File: config.mk
export PLATFORM = sky130hd
export DESIGN_NAME = network_argmax
export DESIGN_NICKNAME = d
export VERILOG_FILES = /design/src/rtl/nn_pkg.sv /design/src/rtl/argmax_cmp.sv /design/src/rtl/network_argmax.sv
export SDC_FILE = /design/constraint.sdc
export NUM_CORES = 1
export LEC_CHECK = 0
export ABC_AREA = 0
export CORE_MARGIN = 2
export CORE_UTILIZATION = 25
export DETAILED_ROUTE_END_ITERATION = 6
export PLACE_DENSITY = 0.42
export RECOVER_POWER = 100
export SETUP_SLACK_MARGIN = 0.15
export SLEW_MARGIN = 5
export SYNTH_ARGS = -nofsm -noshare
export SYNTH_HDL_FRONTEND = slang
export SYNTH_SLANG_ARGS = --single-unit
File: constraint.sdc
create_clock -name clk -period 3.3 [get_ports clk]
set_input_delay 0.33 -clock clk [delete_from_list [all_inputs] [get_ports clk]]
set_output_delay 0.33 -clock clk [all_outputs]
set_load 0.05 [all_outputs]
File: src/rtl/nn_pkg.sv
// Shared definitions for the network_argmax classifier stage.
//   NUM_OUT / DATA_W / IDX_W : default geometry of the output layer
//   state_e                  : argmax FSM state encoding
//   MinUnsigned / MinSigned  : smallest representable value, used to seed the runner-up
package nn_pkg;

    localparam int unsigned NUM_OUT = 10;
    localparam int unsigned DATA_W  = 16;
    localparam int unsigned IDX_W   = 4;

    typedef enum logic [1:0] {
        StIdle   = 2'd0,
        StScan   = 2'd1,
        StFinish = 2'd2
    } state_e;

    localparam logic [DATA_W-1:0] MinUnsigned = '0;
    localparam logic [DATA_W-1:0] MinSigned   = {1'b1, {(DATA_W-1){1'b0}}};

endpackage

File: src/rtl/argmax_cmp.sv
// Combinational strict greater-than comparator.
//   a, b : operands
//   gt   : 1 when a > b, two's complement if SIGNED_CMP else unsigned
module argmax_cmp #(
    parameter int unsigned DATA_W     = 16,
    parameter bit          SIGNED_CMP = 1'b0
) (
    input  logic [DATA_W-1:0] a,
    input  logic [DATA_W-1:0] b,
    output logic              gt
);

    always_comb begin
        gt = 1'b0;
        if (SIGNED_CMP) begin
            gt = $signed(a) > $signed(b);
        end else begin
            gt = a > b;
        end
    end

endmodule

File: src/rtl/network_argmax.sv
// Argmax classifier for the ten output neurons of network_top.
// Captures out0..out9 and label on an accepted start, scans the values one per cycle,
// then publishes the winning index, its value, the margin to the runner-up and whether
// the index matched the label. Keeps saturating total/correct counters.
//   clk, rst (async, active-low)  : clock and reset
//   start, label, out0..out9      : request, expected class, neuron values
//   clear                         : synchronous clear of both counters
//   busy, done                    : scan in progress / one-cycle result strobe
//   class_out, max_out, margin_out, correct : result, held until the next finish
//   total_count, correct_count    : accuracy counters
module network_argmax
    import nn_pkg::*;
#(
    parameter int unsigned DATA_W     = nn_pkg::DATA_W,
    parameter int unsigned NUM_OUT    = nn_pkg::NUM_OUT,
    parameter bit          SIGNED_CMP = 1'b0,
    parameter int unsigned CNT_W      = 16
) (
    input  logic              clk,
    input  logic              rst,
    input  logic              start,
    input  logic [DATA_W-1:0] out0,
    input  logic [DATA_W-1:0] out1,
    input  logic [DATA_W-1:0] out2,
    input  logic [DATA_W-1:0] out3,
    input  logic [DATA_W-1:0] out4,
    input  logic [DATA_W-1:0] out5,
    input  logic [DATA_W-1:0] out6,
    input  logic [DATA_W-1:0] out7,
    input  logic [DATA_W-1:0] out8,
    input  logic [DATA_W-1:0] out9,
    input  logic [IDX_W-1:0]  label,
    input  logic              clear,
    output logic              busy,
    output logic              done,
    output logic [IDX_W-1:0]  class_out,
    output logic [DATA_W-1:0] max_out,
    output logic [DATA_W-1:0] margin_out,
    output logic              correct,
    output logic [CNT_W-1:0]  total_count,
    output logic [CNT_W-1:0]  correct_count
);

    localparam logic [DATA_W-1:0] MinVal =
        SIGNED_CMP ? DATA_W'(MinSigned) : DATA_W'(MinUnsigned);

    state_e state_q, state_d;

    // Candidates out1..out9; the queue shifts down so the current candidate is always v_q[0].
    logic [DATA_W-1:0] v_q [NUM_OUT-1];
    logic [DATA_W-1:0] in_vec [NUM_OUT-1];
    logic [DATA_W-1:0] best_q, second_q;
    logic [IDX_W-1:0]  best_idx_q, idx_q, label_q;
    logic [IDX_W-1:0]  class_q;
    logic [DATA_W-1:0] max_q, margin_q;
    logic              done_q, correct_q;
    logic [CNT_W-1:0]  total_q, corr_q;

    logic load, scan_en, fin, hit;
    logic gt_best, gt_second;

    argmax_cmp #(.DATA_W(DATA_W), .SIGNED_CMP(SIGNED_CMP)) u_cmp_best (
        .a  (v_q[0]),
        .b  (best_q),
        .gt (gt_best)
    );

    argmax_cmp #(.DATA_W(DATA_W), .SIGNED_CMP(SIGNED_CMP)) u_cmp_second (
        .a  (v_q[0]),
        .b  (second_q),
        .gt (gt_second)
    );

    always_comb begin
        in_vec[0] = out1;
        in_vec[1] = out2;
        in_vec[2] = out3;
        in_vec[3] = out4;
        in_vec[4] = out5;
        in_vec[5] = out6;
        in_vec[6] = out7;
        in_vec[7] = out8;
        in_vec[8] = out9;
    end

    // State register
    always_ff @(posedge clk or negedge rst) begin
        if (!rst) begin
            state_q <= StIdle;
        end else begin
            state_q <= state_d;
        end
    end

    // Next-state logic
    always_comb begin
        state_d = state_q;
        unique case (state_q)
            StIdle:   if (start) state_d = StScan;
            StScan:   if (idx_q == IDX_W'(NUM_OUT - 1)) state_d = StFinish;
            StFinish: state_d = StIdle;
            default:  state_d = StIdle;
        endcase
    end

    // Output / control decode
    always_comb begin
        busy    = (state_q != StIdle);
        load    = (state_q == StIdle) && start;
        scan_en = (state_q == StScan);
        fin     = (state_q == StFinish);
        hit     = (best_idx_q == label_q);
    end

    always_ff @(posedge clk or negedge rst) begin
        if (!rst) begin
            for (int i = 0; i < int'(NUM_OUT) - 1; i++) v_q[i] <= '0;
            best_q     <= '0;
            second_q   <= '0;
            best_idx_q <= '0;
            idx_q      <= '0;
            label_q    <= '0;
            class_q    <= '0;
            max_q      <= '0;
            margin_q   <= '0;
            correct_q  <= 1'b0;
            done_q     <= 1'b0;
        end else begin
            done_q <= fin;
            if (load) begin
                v_q        <= in_vec;
                label_q    <= label;
                best_q     <= out0;
                best_idx_q <= '0;
                second_q   <= MinVal;
                idx_q      <= IDX_W'(1);
            end else if (scan_en) begin
                for (int i = 0; i < int'(NUM_OUT) - 2; i++) v_q[i] <= v_q[i+1];
                // Strict compare keeps the lowest index on ties; an equal value still
                // lands in second, which drives the margin to zero.
                if (gt_best) begin
                    second_q   <= best_q;
                    best_q     <= v_q[0];
                    best_idx_q <= idx_q;
                end else if (gt_second) begin
                    second_q <= v_q[0];
                end
                idx_q <= idx_q + IDX_W'(1);
            end
            if (fin) begin
                class_q   <= best_idx_q;
                max_q     <= best_q;
                margin_q  <= best_q - second_q;
                correct_q <= hit;
            end
        end
    end

    // Saturating counters; clear has priority over a coincident finish.
    always_ff @(posedge clk or negedge rst) begin
        if (!rst) begin
            total_q <= '0;
            corr_q  <= '0;
        end else if (clear) begin
            total_q <= '0;
            corr_q  <= '0;
        end else if (fin) begin
            if (total_q != '1) total_q <= total_q + CNT_W'(1);
            if (hit && corr_q != '1) corr_q <= corr_q + CNT_W'(1);
        end
    end

    assign done          = done_q;
    assign class_out     = class_q;
    assign max_out       = max_q;
    assign margin_out    = margin_q;
    assign correct       = correct_q;
    assign total_count   = total_q;
    assign correct_count = corr_q;

endmodule

==> results of run 1 <==
## power by group through the flow
stage / registers [mW] / logic, mW / clock network [mW]
after CTS: 5.57 / 9.01 / 3.87
after global placement: 5.58 / 8.92 / 0
after detailed placement: 5.62 / 8.98 / 0
after floorplan: 5.97 / 5.67 / 0
after global routing: 5.74 / 9.65 / 4.00
final: 5.53 / 8.65 / 3.73
## layout make-up
type,instances,share of cell area
clock inverters,11,0.00435
repair buffers,267,0.155
clock buffers,53,0.0616
multi-input cells,958,0.334
flip-flops and latches,260,0.383
well taps,672,0.0495
inverters,59,0.0130
diodes,3,0.000442
## how the worst min path moves through the flow
stage,start,end,cells after the start
5_1_grt,out9[15],v_q[15],3
2_1_floorplan,rst,best_idx_q[0],0
3_3_place_gp,rst,margin_out[2],1
3_5_place_dp,rst,margin_out[2],1
6_report,out9[15],v_q[15],3
4_1_cts,out9[15],v_q[15],3
## timing repair
item | 4_1_cts | 5_1_grt
buffers inserted | 0 | 0
hold buffers | 1 | 0
hold endpoints to repair | 75 | 0
## registers in the layout, summed over array words and instances, names as in the netlist
register,flops
label_q,4
v_q,144
idx_q,4
best_idx_q,4
class_out,4
correct_count,16
state_q,2
best_q,16
total_count,16
second_q,16
margin_out,16
done,1
max_out,16
correct,1
## cells in the mapped netlist (3+ instances only)
master / count / area, µm²
a211oi_1: 19 / 143
a21o_1: 6 / 45.0
a21oi_1: 32 / 160
a22oi_1: 122 / 916
a31oi_1: 5 / 31.3
and2_1: 6 / 37.5
and3_1: 4 / 25.0
and4_1: 3 / 26.3
buf_1: 6 / 22.5
buf_2: 7 / 35.0
buf_6: 6 / 67.6
clkbuf_1: 54 / 203
dfrtp_1: 260 / 6510
ha_1: 51 / 638
inv_1: 58 / 218
nand2_1: 399 / 1500
nand2b_1: 7 / 43.8
nand3_1: 19 / 95.1
nand4_1: 12 / 75.1
nor2_1: 69 / 259
nor2b_1: 4 / 25.0
nor3_1: 14 / 70.1
nor4_1: 5 / 31.3
o211ai_1: 4 / 30.0
o21a_1: 5 / 37.5
o21ai_0: 53 / 265
o21bai_1: 5 / 37.5
o221ai_1: 10 / 87.6
o221ai_2: 6 / 90.1
o31ai_1: 3 / 22.5
o32ai_2: 16 / 260
or3_1: 7 / 43.8
xnor2_1: 20 / 175
xor2_1: 17 / 149
## cell families after synthesis
| group | count (synthesis) | share of synthesized area |
|---|---|---|
| muxes | 2 | 0.00157 |
| DFF | 260 | 0.509 |
| AOI/OAI and AO/OA | 309 | 0.185 |
| adders and majority gates | 52 | 0.0515 |
| and+or+nand+nor | 558 | 0.183 |
| xor gates and xnor gates | 37 | 0.0254 |
| buffers and inverters | 134 | 0.0443 |
## critical path: cells and delay by family (launching register included)
| kind | cells | cell delay [ns] |
|---|---|---|
| AOI/OAI and AO/OA | 4 | 0.87 |
| and+or+nand+nor | 2 | 0.60 |
| buffers and inverters | 1 | 0.50 |
| DFF | 1 | 0.45 |
| adders and majority gates | 1 | 0.33 |
## layer usage
| layer | track usage | part of all wire | vias up |
|---|---|---|---|
| li1 | - | - | 5175 |
| met1 | 0.211 | 0.45 | 5110 |
| met2 | 0.257 | 0.46 | 267 |
| met3 | 0.0532 | 0.072 | 79 |
| met4 | 0.0472 | 0.023 | 22 |
| met5 | 0 | 0.0034 | - |
## through the flow
| stage | power, mW | instances | area, µm² | worst slack, ns | hold slack (ns) |
|---|---|---|---|---|---|
| detailed placement | 14.6 | 2215 | 16000 | 0.601 | 0.399 |
| floorplan | 11.6 | 1352 | 12800 | 1.02 | 0.0344 |
| global placement | 14.5 | 2215 | 16000 | 0.619 | 0.395 |
| global route | 19.4 | 2281 | 17000 | 0.240 | 0.301 |
| CTS | 18.5 | 2280 | 17100 | 0.590 | 0.274 |
| finish | 17.9 | 2283 | 17000 | 0.434 | 0.306 |
==> reports/qor.csv, run 1 <==
metric,value,unit
clock buffer count from CTS,36,
Critical Path Start Type,register,
DR vias,10700,
first-pass GRT wire length,66600,µm
yosys warns,0,
Final TNS setup,0,ns
Tcrit/Tclk final,0.868,
Layout Skew,0.0162,ns
Cell Pwr Density,1050,nW/µm²
core box area,50300,µm²
Post-Syn Instances,1352,
Post-Route Utilization,0.338,
Critical Path AT,3.30,ns
Worst Setup SP,v_q[143],
DRC errors left,0,
maximum VDD drop,439,µV
final setup fails,0,
Critical Path RT,3.74,ns
Clock power frac,0.208,
CP Cell Sequence,ha_1 > nand3_1 > nor4_4 > a21bo_1 > o211ai_1 > clkbuf_2 > a211oi_1 > o32ai_2,
share of cells above drive strength 1,0.0703,
DR pass1 iterations,5,
sequential fraction of design power,0.309,
nets@finish,1802,
max-cap viol count,2,
I/O pin count,239,
row count,82,
ys flop type,dfrtp_1,
CTS tree,done,
clk buf depth,3,
status,"finished, violations left",
Max-slew headroom,-0.469,
"Avg Cell Area, Syn",9.45,µm²
"Cell Area, Synth",12800,µm²
Fin. Hold Viols,0,
CP endpoint kind,register,
Syn Nets,1572,
# port buffers,238,
Yosys cell types,66,
chip width,230,µm
Die Span Y,230,µm
failing checks,"max-capacitance violations, max-slew violations",
global placer's final weighted congestion,0.811,
post-DP HPWL,30300,µm
fillcell total,5288,
Skew-Pair Late Insertion Delay,0.55,ns
H-tree depth,2,
"Clk pin slew, worst setup/hold paths",0.06,ns
Initial Util,0.254,
"EDFF count, synth",0,
PostCTS Resize Cnt,0,
most frequent cells in the layout,"nand2_1, dfrtp_1, clkdlybuf4s50_1, a22oi_1, dlygate4sd3_1",
post-synthesis sequential area ratio,0.509,
register area,6510,µm²
Layout Area Growth over Synthesis,33.0,%
crit path to,second_q[12],
"Remaining Overflow, GRT",0,
vias in the first global route,11100,
fmax,349,MHz
Tightest Pin Transition,2.20,ns
P_leak,7.69,nW
multi-input combinational cell area,5670,µm²
R2R depth,8,
Setup CP Type,register to register,
RSZ-0062 raised after global routing,false,
switching share of power,0.440,
CP max FO,20,
highest cell delay on the worst timing path,0.50,ns
Worst R2R Setup Slack,0.43,ns
initial drt markers,642,
"commonest non-fill, non-tap cell in the layout",nand2_1,
"Slew Viols, Final",114,
WL final,42800,µm
CTS root buf,clkbuf_16,
switching power total,7.88,mW
fraction of registers with async set/reset,1.00,
via/cell ratio,4.67,
synthesized flop and latch total,260,
Hold Crit Class,input pin to register,
Post-DRT Antenna Nets,0,
initial antenna violation count,19,
largest net degree at the start of global routing,89,
GRT Util Overall,0.162,
Comb power frac,0.483,
Die ar.,52900,µm²
clk sinks,260,
Tmin final,2.87,ns
slowest stage cell on the critical path,clkbuf_2,
WL/cell,18.8,µm
internal power,10.0,mW
worst flop-to-flop path startpoint,v_q[143],
reg-to-reg critical path endpoint,second_q[12],
Power figures use the tool's default switching activity.
==> run 2, diff against run 1 <==
- CORE_ASPECT_RATIO: unset -> 0.9
==> reports/qor.csv, run 2 (same netlist as run 1, synthesis figures left out) <==
metric,value,unit,change
status,"finished, violations left",,
failing checks,"max-capacitance violations, max-slew violations",,
Post-DRT Antenna Nets,0,,unchanged
Die ar.,52900,µm²,about the same
share of cells above drive strength 1,0.0747,,+0.00440
vias in the first global route,10900,,-1.8%
core box area,50500,µm²,+0.36%
Post-Route Utilization,0.339,,+0.000736
Hold Crit Class,input pin to register,,
CTS root buf,clkbuf_16,,
dpl cell area,16000,µm²,+0.28%
final instance area,17100,µm²,+0.58%
row count,78,,-4.9%
Max-slew headroom,-0.732,,-0.263
CP endpoint kind,register,,
"Most flops, register",v_q,,
fmax,336,MHz,-3.8%
# port buffers,238,,unchanged
"Remaining Overflow, GRT",0,,unchanged
Fin. Hold Viols,0,,unchanged
H-tree depth,2,,unchanged
WL/cell,18.5,µm,-1.3%
largest net degree at the start of global routing,127,,+43%
Setup CP Type,register to register,,
Tcrit/Tclk final,0.902,,+0.0340
max FFs per register,144,,unchanged
Tightest Pin Transition,2.60,ns,+0.394 ns
Critical Path AT,3.38,ns,+0.08 ns
DR pass1 iterations,5,,unchanged
most frequent cells in the layout,"nand2_1, dfrtp_1, clkdlybuf4s50_1, a22oi_1, dlygate4sd3_1",,
Critical Path Start Type,register,,
initial antenna violation count,13,,-6
GRT Util Overall,0.161,,-0.000947
global placer's final weighted congestion,0.796,,-1.8%
Layout Skew,0.0226,ns,+0.00644 ns
DRC errors left,0,,unchanged
via/cell ratio,4.59,,-1.6%
Cell Pwr Density,1060,nW/µm²,+0.21%
I/O pin count,239,,unchanged
first-pass GRT wire length,66000,µm,-0.83%
"Clk pin slew, worst setup/hold paths",0.06,ns,about the same
Final TNS setup,0,ns,unchanged
nets@finish,1803,,+0.055%
"commonest non-fill, non-tap cell in the layout",nand2_1,,
Tmin final,2.98,ns,+0.112 ns
DR vias,10500,,-1.3%
clk buf depth,3,,unchanged
maximum VDD drop,497,µV,+13%
max-cap viol count,3,,+1
initial drt markers,640,,-0.31%
P_leak,7.72,nW,+0.42%
Skew-Pair Late Insertion Delay,0.54,ns,about the same
hold_buf cts,1,,unchanged
post-DP HPWL,30000,µm,-1.2%
PostCTS Resize Cnt,0,,unchanged
placed cells,2226,,+0.50%
"Slew Viols, Final",163,,+43%
setup bufs post-CTS,0,,unchanged
Critical Path RT,3.70,ns,-0.04 ns
Initial Util,0.253,,-0.000920
RSZ-0062 raised after global routing,false,,
WL final,42400,µm,-1.0%
Layout Area Growth over Synthesis,33.8,%,
clock buffer count from CTS,34,,-5.6%
Die Span Y,218,µm,-5.0%
final setup fails,0,,unchanged
CP max FO,6,,-70%
chip width,242,µm,+5.3%
Finished Layout Cells,2289,,+0.26%
clk sinks,260,,unchanged
CTS tree,done,,
run 2: changes by cell type in the layout (fill, tap and decap cells not counted), sizes merged:
cell,change
buf,+4
clkbuf,-3
clkinv,-3
bufinv,+2
clkinvlp,-1
diode,-1
run 2: worst max-delay path: stages (launching register included):
cell	delay [ns]
dfrtp_1	0.46
ha_1	0.32
nand4_1	0.17
nor4_2	0.49
a21bo_1	0.28
o211a_2	0.16
o21ai_4	0.26
clkbuf_1	0.37
buf_4	0.23
o221ai_2	0.10
run 2: final timing paths:
kind / startpoint / end / slack, ns / cells after the start
max: v_q[136] / best_q[2] / 0.32 / 9
min: out9[4] / v_q[4] / 0.32 / 3
max reg2reg: v_q[136] / best_q[2] / 0.32 / 9
min reg2reg: margin_out[11] / margin_out[11] / 0.47 / 2
max in group asynchronous: rst / v_q[119] / 0.62 / 3
min in group asynchronous: rst / best_q[7] / 1.19 / 2
run 2: where the power goes:
group / switching (mW) / leakage (nW) / internal [mW] / total, mW
clock network: 1.50 / 0.566 / 2.35 / 3.85
registers: 0.895 / 3.24 / 4.59 / 5.49
logic: 5.42 / 3.91 / 3.29 / 8.71
total: 7.81 / 7.72 / 10.2 / 18.0
run 2: cell type report:
class | instances | area [µm²]
multi-input combinational | 958 | 5680
clock buffer | 51 | 1050
fill | 5284 | 33400
sequential | 260 | 6510
tap | 680 | 851
clock inverter | 9 | 108
inverter | 59 | 221
antenna | 2 | 5.00
timing repair buffer | 270 | 2670
run 2: per-layer routing:
metal	vias to the layer above	global-route usage	routed length, µm
met2	235	0.257	19300
li1	5174	-	-
met4	20	0.0469	972
met5	-	0	137
met3	67	0.0495	2840
met1	5017	0.211	19100
run 2: metrics by stage:
step,hold WS (ns),power (mW),worst slack (ns)
2_1_floorplan,0.0344,11.6,1.02
3_3_place_gp,0.434,14.5,0.515
3_5_place_dp,0.444,14.6,0.513
4_1_cts,0.278,18.6,0.476
5_1_grt,0.309,19.6,0.153
6_report,0.316,18.0,0.322
==> run 3, diff against run 2 <==
- CORE_ASPECT_RATIO: 0.9 -> 1.75
- CORE_UTILIZATION: 25 -> 30
- PLACE_DENSITY: 0.42 -> 0.49
==> reports/qor.csv, run 3 (same netlist as run 1, synthesis figures left out) <==
metric,value,unit,change
placed cells,2096,,-5.8%
switching share of power,0.440,,+0.00724
via/cell ratio,4.86,,+5.9%
H-tree depth,1,,-1
"Clk pin slew, worst setup/hold paths",0.06,ns,about the same
nets@finish,1786,,-0.94%
Max-slew headroom,-0.642,,+0.0894
Tcrit/Tclk final,0.877,,-0.0250
final instance area,16500,µm²,-3.2%
post-DP HPWL,29000,µm,-3.1%
I/O pin count,239,,unchanged
Tmin final,2.90,ns,-0.0826 ns
DR pass1 iterations,5,,unchanged
"Most flops, register",v_q,,
maximum VDD drop,410,µV,-17%
largest net degree at the start of global routing,102,,-20%
Skew-Pair Late Insertion Delay,0.55,ns,about the same
Die Span Y,277,µm,+27%
Clock power frac,0.183,,-0.030
R2R depth,6,,-3
"commonest non-fill, non-tap cell in the layout",nand2_1,,
switching power total,7.47,mW,-4.4%
Die ar.,44300,µm²,-16%
Layout Area Growth over Synthesis,29.6,%,
max-cap viol count,3,,unchanged
final setup fails,0,,unchanged
slowest stage cell on the critical path,nor2_1,,
status,"finished, violations left",,
fmax,345,MHz,+2.9%
initial drt markers,544,,-15%
multi-input combinational cell area,5620,µm²,-1.0%
initial antenna violation count,5,,-8
global placer's final weighted congestion,0.814,,+2.2%
clock buffer count from CTS,28,,-18%
fillcell total,4396,,-17%
Critical Path RT,3.77,ns,+0.07 ns
Critical Path AT,3.37,ns,about the same
power consumption,17.0,mW,-6.0%
setup bufs post-CTS,0,,unchanged
Layout Skew,0.0122,ns,-0.0105 ns
internal power,9.50,mW,-7.2%
Finished Layout Cells,2147,,-6.2%
first-pass GRT wire length,62700,µm,-5.0%
DRC errors left,0,,unchanged
core box area,42300,µm²,-16%
DR vias,10400,,-0.68%
highest cell delay on the worst timing path,1.42,ns,+0.93 ns
"Remaining Overflow, GRT",0,,unchanged
failing checks,"max-capacitance violations, max-slew violations",,
Hold Crit Depth,3,,unchanged
clk sinks,260,,unchanged
Initial Util,0.302,,+0.0489
dpl cell area,15800,µm²,-1.4%
clk buf depth,3,,unchanged
Fin. Hold Viols,0,,unchanged
P_leak,7.55,nW,-2.2%
CP max FO,61,,+55
GRT Util Overall,0.179,,+0.0174
WL final,39800,µm,-6.2%
Comb power frac,0.491,,+0.008
Final TNS setup,0,ns,unchanged
Tightest Pin Transition,2.46,ns,-0.134 ns
register area,6510,µm²,unchanged
most frequent cells in the layout,"nand2_1, dfrtp_1, clkdlybuf4s50_1, a22oi_1, dlygate4sd3_1",,
RSZ-0062 raised after global routing,false,,
Cell Pwr Density,1030,nW/µm²,-2.9%
"Slew Viols, Final",152,,-6.7%
Min Hold Slack,0.304,ns,-0.0126 ns
vias in the first global route,10900,,+0.40%
chip width,160,µm,-34%
CP endpoint kind,register,,
CTS root buf,clkbuf_16,,
row count,100,,+28%
CTS tree,done,,
sequential fraction of design power,0.326,,+0.022
Hold Crit Class,input pin to register,,
Setup CP Type,register to register,,
max FFs per register,144,,unchanged
WL/cell,18.5,µm,about the same
CP Cell Sequence,nor2_1 > and2_4 > nor2_1 > buf_12 > nand2_1 > o21ai_0,,
share of cells above drive strength 1,0.0549,,-0.0198
# port buffers,238,,unchanged
CP dominant cell by count,nor2_1,,
Post-DRT Antenna Nets,0,,unchanged
Critical Path Start Type,register,,
-- run 3: what timing repair did --
action                     in CTS  in global routing
setup endpoints to repair       0                  0
hold buffers                    1                  0
resized for setup               0                  0
hold endpoints to repair       96                  0
-- run 3: routing by layer --
layer  global-route usage  part of all wire  vias to the layer above
li1                     -                 -                     5122
met1                0.199              0.38                     5026
met2                0.339              0.54                      223
met3               0.0304             0.042                       63
met4               0.0631             0.032                        8
met5                    0            0.0014                        -
-- run 3: path summary, 6_finish.rpt --
| check | to | slack (ns) | startpoint |
|---|---|---|---|
| worst max-delay path | idx_q[3] | 0.40 | state_q[1] |
| worst min-delay path | v_q[11] | 0.30 | out9[11] |
| worst max register to register | idx_q[3] | 0.40 | state_q[1] |
| worst min register to register | margin_out[9] | 0.47 | margin_out[9] |
| max in group asynchronous | total_count[6] | 0.75 | rst |
| min in group asynchronous | v_q[34] | 1.12 | rst |
-- run 3: through the flow --
step,utilization,worst slack (ns)
global route,0.391,0.170
floorplan,-,1.02
global placement,0.373,0.576
finish,0.391,0.404
CTS,0.394,0.520
detailed placement,0.373,0.539
-- run 3: critical path, delay by kind of cell (launching register included) --
family | cells | cell delay, ns
buffers and inverters | 1 | 0.37
flip-flops | 1 | 0.42
AND/OR/NAND/NOR | 4 | 1.90
AO/OA/AOI/OAI | 1 | 0.07
-- run 3: power groups by stage --
stage | clock network, mW | logic, mW | registers, mW
final | 3.11 | 8.33 | 5.53
after global routing | 3.33 | 9.32 | 5.71
after CTS | 3.23 | 8.80 | 5.57
after detailed placement | 0 | 8.76 | 5.62
after global placement | 0 | 8.70 | 5.57
after floorplan | 0 | 5.67 | 5.97
-- run 3: final cells by class --
class                      instances  share of cell area
antenna                            1            0.000151
clock buffer                      43              0.0519
multi-input combinational        958               0.340
tap                              561              0.0424
clock inverter                     6             0.00181
inverter                          59              0.0134
sequential                       260               0.393
timing repair buffer             259               0.157
